[src/rtl/sisc_sequencer.sv]
// sisc_sequencer: multicycle control sequencer for the SISC datapath.
// Each instruction moves through FETCH/DECODE/EXECUTE/(MEM)/WRITEBACK.
// The sequencer drives every datapath strobe and resolves branch
// conditions against the status flags.
// Ports:
//   clk, rst_f            clock; asynchronous active-low reset
//   opcode, mm, stat      ir[31:28], ir[27:24], status flags {C,N,V,Z}
//   ir_load .. dm_we      datapath control strobes (Moore outputs)
//   halted                high while the core is stopped on HLT
//   illegal               sticky flag, set when an undefined opcode is decoded
//   icount                saturating count of retired instructions
module sisc_sequencer #(
  parameter int ICNT_W = 16
) (
  input  logic              clk,
  input  logic              rst_f,
  input  logic [3:0]        opcode,
  input  logic [3:0]        mm,
  input  logic [3:0]        stat,
  output logic              ir_load,
  output logic              pc_write,
  output logic              pc_sel,
  output logic              br_sel,
  output logic              pc_rst,
  output logic              rd_sel,
  output logic [1:0]        alu_op,
  output logic              rf_we,
  output logic              wb_sel,
  output logic              dm_we,
  output logic              halted,
  output logic              illegal,
  output logic [ICNT_W-1:0] icount
);

  localparam logic [3:0] OP_NOP = 4'b0000;
  localparam logic [3:0] OP_ALR = 4'b0001;
  localparam logic [3:0] OP_ALI = 4'b0010;
  localparam logic [3:0] OP_BRA = 4'b0100;
  localparam logic [3:0] OP_BRR = 4'b0101;
  localparam logic [3:0] OP_BNE = 4'b0110;
  localparam logic [3:0] OP_BNR = 4'b0111;
  localparam logic [3:0] OP_LOD = 4'b1000;
  localparam logic [3:0] OP_STR = 4'b1001;
  localparam logic [3:0] OP_HLT = 4'b1111;

  typedef enum logic [2:0] {
    S_START, S_FETCH, S_DECODE, S_EXEC, S_MEM, S_WB, S_HALT
  } state_t;

  state_t state, next;

  logic legal;
  logic hit;
  logic taken;

  always_comb begin
    case (opcode)
      OP_NOP, OP_ALR, OP_ALI, OP_BRA, OP_BRR,
      OP_BNE, OP_BNR, OP_LOD, OP_STR, OP_HLT: legal = 1'b1;
      default:                                 legal = 1'b0;
    endcase
  end

  // BRA/BRR with an empty mask are unconditional.
  assign hit = |(mm & stat);
  always_comb begin
    case (opcode)
      OP_BRA, OP_BRR: taken = (mm == 4'b0000) || hit;
      OP_BNE, OP_BNR: taken = !hit;
      default:        taken = 1'b0;
    endcase
  end

  always_ff @(posedge clk or negedge rst_f) begin
    if (!rst_f) begin
      state   <= S_START;
      illegal <= 1'b0;
      icount  <= '0;
    end else begin
      state <= next;
      if (state == S_DECODE && !legal)
        illegal <= 1'b1;
      if (state == S_WB && icount != {ICNT_W{1'b1}})
        icount <= icount + 1'b1;
    end
  end

  always_comb begin
    next     = state;
    ir_load  = 1'b0;
    pc_write = 1'b0;
    pc_sel   = 1'b0;
    br_sel   = 1'b0;
    pc_rst   = 1'b0;
    rd_sel   = 1'b0;
    alu_op   = 2'b00;
    rf_we    = 1'b0;
    wb_sel   = 1'b0;
    dm_we    = 1'b0;
    halted   = 1'b0;
    case (state)
      S_START: begin
        pc_rst = 1'b1;
        next   = S_FETCH;
      end
      S_FETCH: begin
        ir_load  = 1'b1;
        pc_write = 1'b1;
        next     = S_DECODE;
      end
      S_DECODE: next = (opcode == OP_HLT) ? S_HALT : S_EXEC;
      S_EXEC: begin
        // Illegal opcodes fall through the default arm and behave as NOP.
        case (opcode)
          OP_ALR: alu_op = 2'b00;
          OP_ALI: alu_op = 2'b01;
          OP_LOD: alu_op = 2'b10;
          OP_STR: begin
            alu_op = 2'b10;
            rd_sel = 1'b1;
          end
          OP_BRA, OP_BRR, OP_BNE, OP_BNR: begin
            pc_sel   = 1'b1;
            br_sel   = (opcode == OP_BRR) || (opcode == OP_BNR);
            pc_write = taken;
          end
          default: ;
        endcase
        next = (opcode == OP_LOD || opcode == OP_STR) ? S_MEM : S_WB;
      end
      S_MEM: begin
        alu_op = 2'b10;
        if (opcode == OP_STR) begin
          rd_sel = 1'b1;
          dm_we  = 1'b1;
        end
        next = S_WB;
      end
      S_WB: begin
        case (opcode)
          OP_ALR: rf_we = 1'b1;
          OP_ALI: begin
            rf_we  = 1'b1;
            alu_op = 2'b01;
          end
          OP_LOD: begin
            rf_we  = 1'b1;
            wb_sel = 1'b1;
          end
          default: ;
        endcase
        next = S_FETCH;
      end
      S_HALT:  halted = 1'b1;
      default: next = S_START;
    endcase
  end

endmodule
[config.mk]
export PLATFORM = sky130hd
export DESIGN_NAME = sisc_sequencer
export DESIGN_NICKNAME = d
export VERILOG_FILES = /design/src/rtl/sisc_sequencer.sv
export SDC_FILE = /design/constraint.sdc
export NUM_CORES = 1
export LEC_CHECK = 0
export ABC_AREA = 1
export BUFFER_PORTS_ARGS = -buffer_cell sky130_fd_sc_hd__buf_2
export CORE_ASPECT_RATIO = 0.6
export CORE_MARGIN = 1.5
export CORE_UTILIZATION = 40
export DETAILED_ROUTE_END_ITERATION = 7
export PLACE_DENSITY_LB_ADDON = 0.15
export SETUP_SLACK_MARGIN = 0.3
export SLEW_MARGIN = 20
export SYNTH_ARGS = -nofsm -noshare
export SYNTH_HDL_FRONTEND = slang
export SYNTH_SLANG_ARGS = --single-unit
export TNS_END_PERCENT = 1
[constraint.sdc]
create_clock -name clk -period 1.95 [get_ports clk]
set_input_delay 0.2925 -clock clk [delete_from_list [all_inputs] [get_ports clk]]
set_output_delay 0.2925 -clock clk [all_outputs]
set_load 0.01 [all_outputs]
==> results of run 1 <==
## cell usage after synthesis, drive strengths merged
cell type,number
nand3,15
nand2,89
xnor2,5
inv,21
o21ai,9
nand3b,1
nor2,31
or3,1
ha,1
xor2,2
dfrtp,20
buf,3
a31oi,1
a21oi,3
o21bai,1
nand4,5
o22ai,1
nor3,3
nor4,1
## worst max-delay path by stage
stage / start / endpoint / slack, ps
3_5_place_dp: icount[0] / icount[3] / 270
4_1_cts: state[1] / pc_write / 230
5_1_grt: state[1] / pc_write / 120
3_3_place_gp: icount[0] / icount[5] / 310
2_1_floorplan: state[2] / pc_write / 350
6_report: state[2] / pc_write / 240
## cell families after synthesis
kind of cell | share of synthesized area, %
AOI/OAI and AO/OA | 6.461
xor gates and xnor gates | 4.336
adders and majority gates | 0.8848
buffers and inverters | 7.522
DFF | 35.40
and+or+nand+nor | 45.40
## worst max-delay path, delay by kind of cell (launching register included)
kind	cells	cell delay [ps]
buf+inv	1	150
simple gates	4	470
flops	1	430
compound gates	1	110
## power by group through the flow
stage	clock [mW]	sequential, mW	combinational (mW)
after floorplan	0	0.596	0.394
after global placement	0	0.604	0.567
after detailed placement	0	0.604	0.562
after CTS	0.335	0.598	0.625
after global routing	0.355	0.621	0.770
final	0.324	0.604	0.686
## metal layers
metal | up-vias | track usage (%) | share of wire, %
met3 | 7 | 5.794 | 5.8
li1 | 779 | - | -
met1 | 615 | 30.97 | 58
met2 | 37 | 25.71 | 35
met4 | 0 | 4.598 | 1.1
met5 | - | 0 | 0
## area by class of cell
cell class,instances,area share [%]
repair buffers,49,15.31
multi-input cells,169,46.55
clock buffers,4,3.034
inverters,21,4.345
well taps,45,3.103
flip-flops and latches,20,27.66
## flip-flops by register name, summed over array words and instances (netlist names)
| signal | count |
|---|---|
| icount | 16 |
| state | 3 |
| illegal | 1 |
## timing repair
action | 4_1_cts | 5_1_grt
resized for setup | 6 | 5
setup buffers | 3 | 2
hold buffers | 1 | 0
endpoints found under the hold margin | 20 | 0
endpoints found under the setup margin | 21 | 22
pin swaps | 1 | 2
==> reports/metrics.yaml, run 1 <==
run_status:
  status: "completed"
power:
  p_leak_nw: 0.9377
  switchingPower_uw: 654.6
  power_mw: 1.614
  pwr-share-comb_pct: 42.5
  p_clk_share_pct: 20.1
  p_int_uw: 959.4
  power_density_mw_per_mm2: 889.6
  p_seq_share_pct: 37.5
  power_switching_share_pct: 40.56
  ir_worst_vdd_uv: 347.0
clocking:
  cts.path.max_buffers: 2
  insertion_delay_ps: 260
  clock_sinks: 20
  cts_tree: "yes"
  htree_levels: 1
  clk_pin_slew_worst_paths_ps: 80
  cts_buffers: 3
  cts-root-buf: "clkbuf_8"
setup_path:
  reg2reg_to: "icount[8]"
  cp_max_fo: 5
  critPathLaunchType: "flip-flop"
  r2r_cells: 8
  r2r_setup_slack_ps: 340
  cp.arrival_ps: 1420
  critPathSlowestCell: "dfrtp_2"
  cp-end-kind: "output pin"
  required_ps: 1660
  cp_cell_sequence: "nor2_4 > nand2_4 > nor3_4 > nand2_2 > o22ai_2 > buf_2"
  r2r-start: "icount[0]"
  worstSetupPathType: "reg -> out"
  cpPeakStageDelay_ps: 430
floorplan:
  fp.dieH_um: 49.05
  core_area_mm2: 0.003323
  die_w_um: 79.76
  initial_core_util_pct: 42.55
  dieArea_mm2: 0.003912
  pin_count: 43
  fp-row-count: 16
finish:
  layout_common_cells: "nand2_1 (86), buf_2 (42), nor2_1 (25), dfrtp_1 (19), inv_1 (18)"
  final_cell_area_mm2: 0.001814
  layout-drive-gt1-share_pct: 26.62
  finalNonFillerCells: 308
  fin_nets: 279
  final_common_cell: "nand2_1"
  multi_input_area_um2: 844.6
  fillers: 351
  n_antenna_cell: 0
  final_util_pct: 54.59
  seqCellArea_um2: 501.7
  area_growth_pct: 28.32
timing:
  finalClockSkew_ps: 3.033
  relSlewSlack_pct: 69.03
  slew_viol_final: 0
  fin_hold_ws_ps: 396.1
  finalHoldViolations: 0
  fmax_mhz: 583.3
  fin_crit_sh_pct: 87.91
  setup_viol: 0
  tightest_slew_ps: 464.6
  period_minus_slack_ps: 1714
  rsz0062_at_grt: "true"
  setup_tns_ps: 0
  layout_setup_ws_ps: 235.7
worst_hold_path:
  hp-class: "in -> reg"
  min_to: "illegal"
  min_path_cells: 3
  min_from: "opcode[1]"
placement:
  place_ws_ps: 269.5
  placed_area_mm2: 0.001660
  dp_cells: 298
  post-dp-hpwl_um: 2588
  port_buffers: 42
  gp_congestion: 0.8400
route:
  antenna_left: 0
  drt_iter0_markers: 52
  via_count: 1438
  via_per_inst: 4.669
  drc: 0
  drtPass1Iterations: 4
  routedWlPerCell_um: 11.24
  wirelength_um: 3461
synth:
  synth-seq-cells: 20
  seq_area_frac_synth_pct: 35.40
  synth_area_mm2: 0.001414
  syn_area_per_cell_um2: 6.638
  syn_nets: 228
  synth_top_area_share_pct: 35.40
  ys_warn_count: 0
  synthTopCellsByArea: "dfrtp_1 (35%), nand2_1 (24%), nor2_1 (6.9%), inv_1 (5.0%), nand3_1 (4.6%)"
  yosys.area.top_type: "dfrtp_1"
  yosys.cell_types.count: 26
  syn_inst: 213
global_routing:
  grt_max_degree: 21
  first_global_vias: 1294
  grt_pass1_wl_um: 5954
  grt_antenna_before_repair: 0
  grt_use_total_pct: 19.64
  overflow: 0
flow_run:
  max_cap_viol_count: 0
No activity file was read; power rests on OpenSTA's default activity.
==> run 2: changes to the inputs <==
==> constraint.sdc (replaced) <==
create_clock -name clk -period 1.9 [get_ports clk]
set_input_delay 0.285 -clock clk [delete_from_list [all_inputs] [get_ports clk]]
set_output_delay 0.285 -clock clk [all_outputs]
set_load 0.01 [all_outputs]
==> reports/metrics.yaml, run 2 (synthesis gave the netlist of run 1 again) <==
floorplan:
  core_area_mm2: 0.003323
  die_w_um: 79.76
  fp.dieH_um: 49.05
  pin_count: 43
  initial_core_util_pct: 42.55
  fp-row-count: 16
  dieArea_mm2: 0.003912
worst_hold_path:
  min_path_cells: 3
  min_to: "illegal"
  hp-class: "in -> reg"
  min_from: "opcode[2]"
timing:
  fmax_mhz: 590.0
  period_minus_slack_ps: 1695
  relSlewSlack_pct: 68.07
  slew_viol_final: 0
  rsz0062_at_grt: "true"
  fin_crit_sh_pct: 89.20
  setup_tns_ps: 0
  tightest_slew_ps: 478.9
  finalClockSkew_ps: 4.507
  fin_hold_ws_ps: 409.3
  finalHoldViolations: 0
  setup_viol: 0
setup_path:
  critPathLaunchType: "flip-flop"
  worstSetupPathType: "reg -> out"
  cp.arrival_ps: 1410
  cpPeakStageDelay_ps: 500
  cp-end-kind: "output pin"
  path_buf_inv: 2
  required_ps: 1620
  cp_max_fo: 8
  cp_cell_sequence: "nand2_2 > nor2_4 > inv_2 > a31oi_1 > buf_2"
  r2r_cells: 8
  critPathSlowestCell: "dfrtp_1"
  r2r_setup_slack_ps: 330
  cp_top_family: "flip-flops"
  reg2reg_to: "icount[11]"
  r2r-start: "icount[0]"
global_routing:
  grt_antenna_before_repair: 0
  overflow: 0
  grt_pass1_wl_um: 6216
  grt_use_total_pct: 20.09
  grt_max_degree: 21
  first_global_vias: 1282
clocking:
  cts.path.max_buffers: 2
  cts_buffers: 3
  htree_levels: 1
  cts_tree: "yes"
  clock_sinks: 20
  insertion_delay_ps: 260
  cts-root-buf: "clkbuf_8"
  clk_pin_slew_worst_paths_ps: 80
route:
  routedWlPerCell_um: 11.76
  via_count: 1450
  drt_iter0_markers: 79
  via_per_inst: 4.723
  drc: 0
  drtPass1Iterations: 4
  antenna_left: 0
  wirelength_um: 3609
finish:
  layout-drive-gt1-share_pct: 25.57
  final_util_pct: 53.77
  fillers: 347
  fin_nets: 278
  finalNonFillerCells: 307
  reg_top3: "icount: 16 flops, state: 3 flops, illegal: 1 flops"
  largest_reg_flops: 16
  area_growth_pct: 26.37
  regMostFlops: "icount"
  layout_common_cells: "nand2_1 (87), buf_2 (42), nor2_1 (25), dfrtp_1 (19), inv_1 (18)"
  final_common_cell: "nand2_1"
  n_antenna_cell: 0
placement:
  port_buffers: 42
  gp_congestion: 0.8274
  dp_cells: 299
  post-dp-hpwl_um: 2650
power:
  ir_worst_vdd_uv: 336.9
  power_density_mw_per_mm2: 911.6
  p_leak_nw: 0.9211
run_status:
  status: "completed"
flow_run:
  max_cap_viol_count: 0
==> run 2: cell type report <==
class	instances	area, µm²	share of cell area [%]
clock buffer	4	55.05	3.081
timing repair buffer	48	270.3	15.13
multi-input combinational	169	824.5	46.15
inverter	21	78.83	4.412
sequential	20	501.7	28.08
tap	45	56.30	3.151
==> run 2: power breakdown <==
group	switching, mW	internal, mW	leakage, nW
registers	0.110	0.508	0.264
clock network	0.152	0.185	0.0288
logic	0.398	0.276	0.628
==> run 2: routing by layer <==
layer  global-route usage [%]  part of all wire, %
met5                        0                    0
met4                    3.448                 0.75
met3                    4.860                  5.5
met2                    26.13                   37
met1                    32.87                   57
==> run 2: worst reg2reg max path, delay by kind of cell, from the launching register on <==
kind / cells / cell delay, ps
buf+inv: 1 / 80
fa+ha+maj: 1 / 250
flops: 1 / 450
simple gates: 6 / 690
==> run 2: metrics by stage <==
step                setup slack (ps)  area, µm²  power [mW]
detailed placement             223.3       1668       1.215
floorplan                      303.4       1414       1.016
finish                         205.2       1787       1.629
global placement               262.6       1668       1.217
global route                   89.66       1787       1.757
CTS                            174.8       1759       1.593
==> run 2: repair_timing <==
item,4_1_cts,5_1_grt
pin swaps,1,1
hold buffers,1,0
resized for setup,4,3
endpoints found under the hold margin,20,0
endpoints found under the setup margin,22,24
buffers inserted,2,1
==> run 2: how the worst max path moves through the flow <==
stage                          from         end  cells after the start
final                      state[0]       rf_we                      5
after global routing       state[1]    pc_write                      7
after CTS                  state[1]       rf_we                      6
after detailed placement  icount[0]  icount[11]                      7
after global placement    icount[0]  icount[13]                      7
after floorplan            state[2]    pc_write                      5
